`src/rtl/clk_prescale_ctrl.sv`:
```
// clk_prescale_ctrl -- run-time controller for the BDC main-clock prescaler.
//
// clk_out = clk / (2*(active_half+1)). The default ratio of 9 turns
// 49.152 MHz into 2.4576 MHz. A new ratio comes in on the cfg valid/ready
// port. While the divider runs, the new ratio waits in a pending slot and
// takes effect only at the falling toggle, so clk_out never glitches.
// Stopping always leaves clk_out parked low.
//
// Optional build macro: PRESCALE_EDGE_CNT_EN adds a 16-bit rising-edge
// counter (edge_cnt) and a synchronous clear input (edge_cnt_clr).
//
// Ports:
//   clk, reset     system clock; asynchronous active-high reset
//   en             level run request (1 = run, 0 = stop)
//   cfg_valid      config request
//   cfg_half       requested terminal count (half period = cfg_half+1 clks)
//   cfg_ready      config slot free
//   cfg_err        1-cycle pulse: accepted request below MIN_HALF dropped
//   clk_out        divided clock, registered
//   rise_stb       1-cycle pulse with clk_out 0->1
//   fall_stb       1-cycle pulse with clk_out 1->0
//   running        controller not idle
//   busy           update pending (~cfg_ready)
//   edge_cnt_clr   (optional) synchronous clear of edge_cnt
//   edge_cnt       (optional) rise_stb count, wraps at 16 bits
module clk_prescale_ctrl #(
  parameter int CNT_W    = 8,
  parameter int DEF_HALF = 9,
  parameter int MIN_HALF = 1
) (
  input  logic             clk,
  input  logic             reset,
`ifdef PRESCALE_EDGE_CNT_EN
  input  logic             edge_cnt_clr,
  output logic [15:0]      edge_cnt,
`endif
  input  logic             en,
  input  logic             cfg_valid,
  input  logic [CNT_W-1:0] cfg_half,
  output logic             cfg_ready,
  output logic             cfg_err,
  output logic             clk_out,
  output logic             rise_stb,
  output logic             fall_stb,
  output logic             running,
  output logic             busy
);

  localparam logic [CNT_W-1:0] DEF_H = CNT_W'(DEF_HALF);
  localparam logic [CNT_W-1:0] MIN_H = CNT_W'(MIN_HALF);

  typedef enum logic [1:0] {IDLE, RUN, STOP} state_t;

  state_t           state;
  logic [CNT_W-1:0] cnt;
  logic [CNT_W-1:0] active_half;
  logic [CNT_W-1:0] pend_half;
  logic             pend;

  logic acc, acc_ok, acc_bad, term, fall, trunc, go_idle;

  always_comb begin
    acc     = cfg_valid && !pend;
    acc_ok  = acc && (cfg_half >= MIN_H);
    acc_bad = acc && (cfg_half < MIN_H);
    term    = (cnt == active_half);
    fall    = (state != IDLE) && term && clk_out;
    // Stop request during the low phase: cut the phase short, go idle.
    trunc   = (state == RUN) && !en && !clk_out;
    go_idle = (state != IDLE) && (trunc || (fall && !en));
  end

  assign cfg_ready = !pend;
  assign busy      = pend;
  assign running   = (state != IDLE);

  always_ff @(posedge clk or posedge reset) begin
    if (reset) begin
      state       <= IDLE;
      cnt         <= '0;
      clk_out     <= 1'b0;
      active_half <= DEF_H;
      pend_half   <= '0;
      pend        <= 1'b0;
      cfg_err     <= 1'b0;
      rise_stb    <= 1'b0;
      fall_stb    <= 1'b0;
    end else begin
      cfg_err  <= acc_bad;
      rise_stb <= 1'b0;
      fall_stb <= 1'b0;

      // Idle: the ratio can be loaded immediately. Otherwise park it.
      if (acc_ok) begin
        if (state == IDLE) active_half <= cfg_half;
        else begin
          pend_half <= cfg_half;
          pend      <= 1'b1;
        end
      end

      unique case (state)
        IDLE: begin
          cnt     <= '0;
          clk_out <= 1'b0;
          // Leftover from a request accepted on the edge that entered IDLE.
          if (pend) begin
            active_half <= pend_half;
            pend        <= 1'b0;
          end
          if (en) state <= RUN;
        end
        RUN, STOP: begin
          if (trunc) begin
            state <= IDLE;
            cnt   <= '0;
            if (pend) begin
              active_half <= pend_half;
              pend        <= 1'b0;
            end else if (acc_ok) begin
              active_half <= cfg_half;
              pend        <= 1'b0;
            end
          end else begin
            if (term) begin
              cnt      <= '0;
              clk_out  <= !clk_out;
              rise_stb <= !clk_out;
              fall_stb <= clk_out;
              // New ratio starts with the low phase after the fall.
              if (clk_out && pend) begin
                active_half <= pend_half;
                pend        <= 1'b0;
              end
            end else begin
              cnt <= cnt + 1'b1;
            end
            // A fall always finishes a stop. A rising en during STOP only
            // takes effect here, after the fall.
            if (fall)                        state <= en ? RUN : IDLE;
            else if ((state == RUN) && !en)  state <= STOP;
          end
        end
        default: state <= IDLE;
      endcase
    end
  end

`ifdef PRESCALE_EDGE_CNT_EN
  always_ff @(posedge clk or posedge reset) begin
    if (reset)             edge_cnt <= '0;
    else if (edge_cnt_clr) edge_cnt <= '0;
    else if (go_idle)      edge_cnt <= '0;
    else if (rise_stb)     edge_cnt <= edge_cnt + 16'd1;
  end
`else
  logic unused_go_idle;
  assign unused_go_idle = go_idle;
`endif

endmodule

```
`config.mk`:
```
export PLATFORM = sky130hd
export DESIGN_NAME = clk_prescale_ctrl
export DESIGN_NICKNAME = d
export VERILOG_FILES = /design/src/rtl/clk_prescale_ctrl.sv
export SDC_FILE = /design/constraint.sdc
export NUM_CORES = 1
export LEC_CHECK = 0
export CORE_MARGIN = 2
export CORE_UTILIZATION = 50
export CTS_CLUSTER_DIAMETER = 120
export CTS_CLUSTER_SIZE = 12
export DETAILED_ROUTE_END_ITERATION = 7
export HOLD_SLACK_MARGIN = 0.08
export PLACE_DENSITY = 0.71
export SYNTH_ARGS = -nofsm -noshare
export SYNTH_HDL_FRONTEND = slang
export SYNTH_SLANG_ARGS = --single-unit
```
`constraint.sdc`:
```
create_clock -name clk -period 2.8 [get_ports clk]
set_input_delay 0.7 -clock clk [delete_from_list [all_inputs] [get_ports clk]]
set_output_delay 0.7 -clock clk [all_outputs]
set_load 0.1 [all_outputs]
```
==> flow_summary.toml, run 1 <==
[die]
dieArea_um2 = 4730
dieHeight_um = 68.8
core-area_um2 = 4030
rows = 23
die_w_um = 68.8
start_util_pct = 52.1
pin_count = 19

[synthesis]
ys_ff_latch = 31
ys_warn_count = 0
seq_area_frac_synth_pct = 37.1
syn_inst = 221
ys.flop_type = "dfrtp_1"
synth_edf_count = 0
synth_nets = 237
yosysUniqueCellTypes = 45
synthArstFlopShare_pct = 100
synthesis.area_um2 = 2100
syn_avg_cell_area_um2 = 9.49

[hold_path]
worstHoldPathCells = 2
hp-class = "flip-flop to flip-flop"

[critical_path]
r2r_start = "state[0]"
crit_fanout = 6
cp_cell_sequence = "clkdlybuf4s50_1 > or4_4 > o21ai_4 > buf_4 > nor2_1 > o41a_1 > o221ai_2"
path_class = "input pin to flip-flop"
path_depth = 7
r2r_end = "active_half[3]"
required_ns = 3.00
reg2reg_slack_ns = 0.61
cp-start-kind = "input pin"
cp-endpoint = "active_half[0]"
crit_path_end_kind = "flip-flop"
crit_family = "compound AO/OA/AOI/OAI gates"
critPathArrivalTime_ns = 2.69
worst-path-buf-inv = 2
startpoint = "cfg_half[6]"
r2r_cells = 7
slowest_stage = "or4_4"
slowest_delay_ns = 0.59

[detailed_routing]
dr.pass1.iters = 4
wl_per_cell_um = 18.3
drt-initial-drc-count = 270
routed_wirelength_um = 5620
route.detailed.drc = 0
postRouteAntennaNets = 0
vias_per_cell = 6.19
vias = 1901

[grt]
grt_max_degree = 32
antenna_found_initial = 0
grt_use_total_pct = 26.2
grt_pass1_wl_um = 9030
grt_pass1_vias = 1875
overflow = 0

[finish]
final_cell_mix = "29 x dfrtp_1, 27 x buf_4, 25 x nor2_1"
final_common_cell = "dfrtp_1"
final_layout_size_suffix_gt1_share_pct = 24.1
antenna_cells = 0
areaGrowthSynthToFinish_pct = 21.5
fillers = 358
stdcell_count = 307
final_nets = 272
utilization_pct = 63.3

[power_and_ir_drop]
power.density_nw_per_um2 = 1200
ir_drop_uv = 696
p_leak_uw = 0.00105

[sta]
tightest_slew_ns = 0.842
fin_skew_ns = 0.00558
hold_viol_final = 0
setup-violations-final = 0
rsz0062_at_grt = "false"
slew_headroom_pct = 43.7
finalCriticalPeriod_ns = 2.49
fin_crit_sh_pct = 88.9
tns_ns = 0
fmax_mhz = 402
maxSlewViolCount = 0

[clock_network]
cts-buffers-inserted = 5
clkTransAtPathRegs_ns = 0.06
clkSinkCount = 31
h-tree-depth = 2
cts_resized = 0
cts_hold_buf = 0
cts_root_buf = "clkbuf_8"
clk_latency_ns = 0.28
cts_buffer_depth = 2
cts_tree = "yes"
cts_setup_buffers = 0

[run_status]
outcome = "finished clean"

[place]
gp_congestion = 0.877
io_buffers = 18
numPlacedInstances = 299
dpl.hpwl_um = 3930

[job]
maxCapViolations = 0
-- Yosys cell counts, types with 2 or more instances --
library cell   n  share of area, %
nor3_1         2              0.48
o221ai_2       4               2.9
a2bb2oi_1      4               1.7
and3b_1        2              0.83
buf_2          3              0.72
or4_4          2               1.1
inv_1          8               1.4
xnor2_1        9               3.8
a211oi_1       4               1.4
o211ai_1       5               1.8
dfrtp_1       29                35
o41a_1         4               2.1
nor4_1         2              0.60
ha_1           4               2.4
dfstp_2        2               2.5
clkbuf_1       8               1.4
a221oi_1       4               1.7
xor2_1         6               2.5
o221ai_1       2              0.83
and3_1         5               1.5
nor2b_1        3              0.89
nand2_1       14               2.5
o21ai_4        2               1.6
nand3_1        6               1.4
o21ai_0        9               2.1
mux2i_1        4               1.9
mux2_2        12               6.4
a22oi_1        8               2.9
nor2_1        25               4.5
a31oi_1        5               1.5
a21oi_1        2              0.48
nand2b_1       5               1.5
nand4_1        5               1.5
-- metrics by stage --
step                      total power [uW]  hold WS, ns  instance area (um^2)  setup WS (ns)
after floorplan                       2170        0.493                  2100          0.324
after global placement                2620        0.531                  2450         0.0482
after detailed placement              2650        0.535                  2450         0.0387
after CTS                             3050        0.550                  2550          0.327
after global routing                  3260        0.575                  2550          0.244
final                                 3060        0.550                  2550          0.310
-- worst register-to-register path: stages, from the launching register on --
cell and delay [ns]:
dfrtp_1 0.42, inv_1 0.07, ha_1 0.40, and3b_1 0.40, buf_4 0.25, a221oi_1 0.10, mux2_2 0.29, o221ai_2 0.19
-- sequential cells by signal, summed over array words and instances, names as in the netlist --
register     count
cnt              8
clk_out          1
fall_stb         1
state            2
active_half      8
cfg_err          1
pend_half        8
rise_stb         1
busy             1
-- area by class of cell --
cell class	count	area (um^2)	share of cell area, %
Clock buffer	8	100	3.93
Timing Repair Buffer	39	333	13.1
Tap cell	50	62.6	2.45
Inverter	9	33.8	1.33
Sequential cell	31	778	30.5
Multi-Input combinational cell	170	1240	48.7
-- logic make-up (layout without fill, tap and decap cells) --
logic type / count (synthesis) / in the layout / share of synthesized area (%)
simple gates: 77 / 77 / 19.1
fa+ha+maj: 4 / 4 / 2.39
buf+inv: 20 / 56 / 3.76
xor+xnor: 15 / 15 / 6.26
compound gates: 58 / 58 / 23.1
flops: 31 / 31 / 37.1
mux: 16 / 16 / 8.35
-- per-layer routing --
| metal | vias up | global-route usage (%) | share of wire (%) |
|---|---|---|---|
| li1 | 893 | - | - |
| met1 | 910 | 36.7 | 45 |
| met2 | 89 | 39.3 | 46 |
| met3 | 9 | 4.55 | 7.9 |
| met4 | 0 | 11.8 | 0.93 |
| met5 | - | 0 | 0 |
-- power by group --
part	switching, uW	internal, uW
Combinational	1080	769
Sequential	200	621
Clock	168	224
-- how the worst min path moves through the flow --
stage	start	endpoint
final	pend_half[7]	active_half[7]
after global routing	pend_half[6]	pend_half[6]
after CTS	pend_half[7]	active_half[7]
after detailed placement	pend_half[7]	active_half[7]
after global placement	pend_half[5]	pend_half[5]
after floorplan	pend_half[5]	active_half[5]
Power figures use the tool's default switching activity.
==> run 2: changes to the inputs <==
--- a/config.mk
+++ b/config.mk
@@ -6,12 +6,11 @@
 export NUM_CORES = 1
 export LEC_CHECK = 0
 export CORE_MARGIN = 2
-export CORE_UTILIZATION = 50
+export CORE_UTILIZATION = 32
 export CTS_CLUSTER_DIAMETER = 120
 export CTS_CLUSTER_SIZE = 12
 export DETAILED_ROUTE_END_ITERATION = 7
 export HOLD_SLACK_MARGIN = 0.08
-export PLACE_DENSITY = 0.71
 export SYNTH_ARGS = -nofsm -noshare
 export SYNTH_HDL_FRONTEND = slang
 export SYNTH_SLANG_ARGS = --single-unit
==> run 2 against run 1 <==
Compared with the run above:
- clock power increased by 20%
- setup slack got worse by 0.034 ns
- utilization is 22 points lower
- wire length is 1.7% lower
- cell area up 2.9%
- maximum frequency fell by 1.4%
- combinational power increased by 2%
- clock skew increased by 0.0028 ns
- critical path depth fell by 1
- hold slack improved by 0.0089 ns
- cell count grew 9.8%
- largest power group unchanged
==> flow_summary.toml, run 2 (synthesis gave the netlist of run 1 again) <==
[power_and_ir_drop]
p_total_uw = 3170
p_switching_uw = 1450
intPower_uw = 1720
p_leak_uw = 0.00107
switching_share_pct = 45.7
power.density_nw_per_um2 = 1210
p_comb_share_pct = 59.5
pwr-share-clk_pct = 14.9
pwr-share-seq_pct = 25.6
ir_drop_uv = 639

[place]
dp_slack_ns = -0.0187
numPlacedInstances = 329
gp_congestion = 0.837
dpl.hpwl_um = 3960
io_buffers = 18

[sta]
tns_ns = 0
tightest_slew_ns = 0.752
maxSlewViolCount = 0
setup-violations-final = 0
finalCriticalPeriod_ns = 2.52
fin_skew_ns = 0.00835
fin_crit_sh_pct = 90.2
fmax_mhz = 396
worst_slack_ns = 0.275
slew_headroom_pct = 49.7
hold_viol_final = 0
rsz0062_at_grt = "false"

[clock_network]
cts-buffers-inserted = 5
cts_tree = "yes"
cts_resized = 0
cts_root_buf = "clkbuf_8"
cts_setup_buffers = 0
clkTransAtPathRegs_ns = 0.07
cts_buffer_depth = 2
clkSinkCount = 31
h-tree-depth = 2
cts_hold_buf = 0
clk_latency_ns = 0.29

[finish]
antenna_cells = 0
utilization_pct = 41.3
final_nets = 275
reg.largest.list = "active_half x8, cnt x8, pend_half x8"
stdcell_count = 337
final_layout_size_suffix_gt1_share_pct = 25.4
areaGrowthSynthToFinish_pct = 25.0
fillers = 597
final_common_cell = "buf_4"
final_cell_mix = "30 x buf_4, 29 x dfrtp_1, 25 x nor2_1"

[detailed_routing]
routed_wirelength_um = 5520
drt-initial-drc-count = 108
postRouteAntennaNets = 0
dr.pass1.iters = 4
vias_per_cell = 5.47
vias = 1842
route.detailed.drc = 0
wl_per_cell_um = 16.4

[die]
dieArea_um2 = 7220
start_util_pct = 33.0
core-area_um2 = 6350
pin_count = 19
die_w_um = 85.0
rows = 29
dieHeight_um = 85.0

[hold_path]
hold_end = "pend_half[5]"
holdCritStartpoint = "pend_half[5]"
worstHoldPathCells = 1
hp-class = "flip-flop to flip-flop"

[critical_path]
reg2reg_slack_ns = 0.67
r2r_end = "active_half[7]"
crit_path_end_kind = "flip-flop"
r2r_start = "state[1]"
crit_fanout = 6
path_class = "input pin to flip-flop"
critPathArrivalTime_ns = 2.72
required_ns = 3.00
cp-start-kind = "input pin"
r2r_cells = 8

[job]
maxCapViolations = 0

[grt]
grt_use_total_pct = 16.2
overflow = 0
grt_pass1_wl_um = 9400
grt_max_degree = 32
grt_pass1_vias = 1837
antenna_found_initial = 0

[run_status]
outcome = "finished clean"
## run 2: changes by cell type in the layout (fill, tap and decap cells not counted), sizes merged
cell / previous run / this run
buf: 28 / 31
bufinv: 0 / 1
clkbuf: 8 / 6
clkinv: 1 / 2
## run 2: layer usage
| metal | vias up | global-route usage [%] | wire (um) |
|---|---|---|---|
| li1 | 899 | - | - |
| met1 | 884 | 23.0 | 2610 |
| met2 | 55 | 24.9 | 2550 |
| met3 | 4 | 3.60 | 314 |
| met4 | 0 | 4.62 | 42 |
| met5 | - | 0 | 0 |
## run 2: power by group through the flow
stage                     sequential, uW  clock (uW)  combinational (uW)
after global routing                 839         499                2050
after floorplan                      876           0                1290
after detailed placement             818           0                1880
final                                810         471                1890
after CTS                            810         479                1890
after global placement               818           0                1870
## run 2: worst max-delay path by stage
stage                      startpoint             end  slack [ns]  cells after the start
after global placement    cfg_half[3]  active_half[2]        0.02                      6
after detailed placement  cfg_half[3]  active_half[2]       -0.02                      6
final                     cfg_half[3]  active_half[2]        0.28                      6
after CTS                 cfg_half[3]  active_half[2]        0.29                      6
after global routing      cfg_half[3]  active_half[1]        0.20                      6
after floorplan                  busy  active_half[1]        0.32                      5
## run 2: stage by stage
| stage | instance area [um^2] | hold slack [ns] |
|---|---|---|
| 6_report | 2620 | 0.559 |
| 5_1_grt | 2620 | 0.570 |
| 4_1_cts | 2620 | 0.558 |
| 3_5_place_dp | 2500 | 0.544 |
| 3_3_place_gp | 2500 | 0.539 |
| 2_1_floorplan | 2100 | 0.493 |
## run 2: area by class of cell
cell class / instances / area [um^2] / area share, %
Multi-Input combinational cell: 170 / 1240 / 47.3
Timing Repair Buffer: 42 / 355 / 13.5
Inverter: 9 / 33.8 / 1.29
Sequential cell: 31 / 778 / 29.7
Tap cell: 77 / 96.3 / 3.67
Clock buffer: 6 / 82.6 / 3.15
Clock inverter: 2 / 35.0 / 1.34
## run 2: worst max-delay path, stage by stage
cell,delay [ns]
clkdlybuf4s50_1,0.50
or4_4,0.61
o21ai_4,0.25
nor2_1,0.07
o41a_1,0.41
o221ai_2,0.17
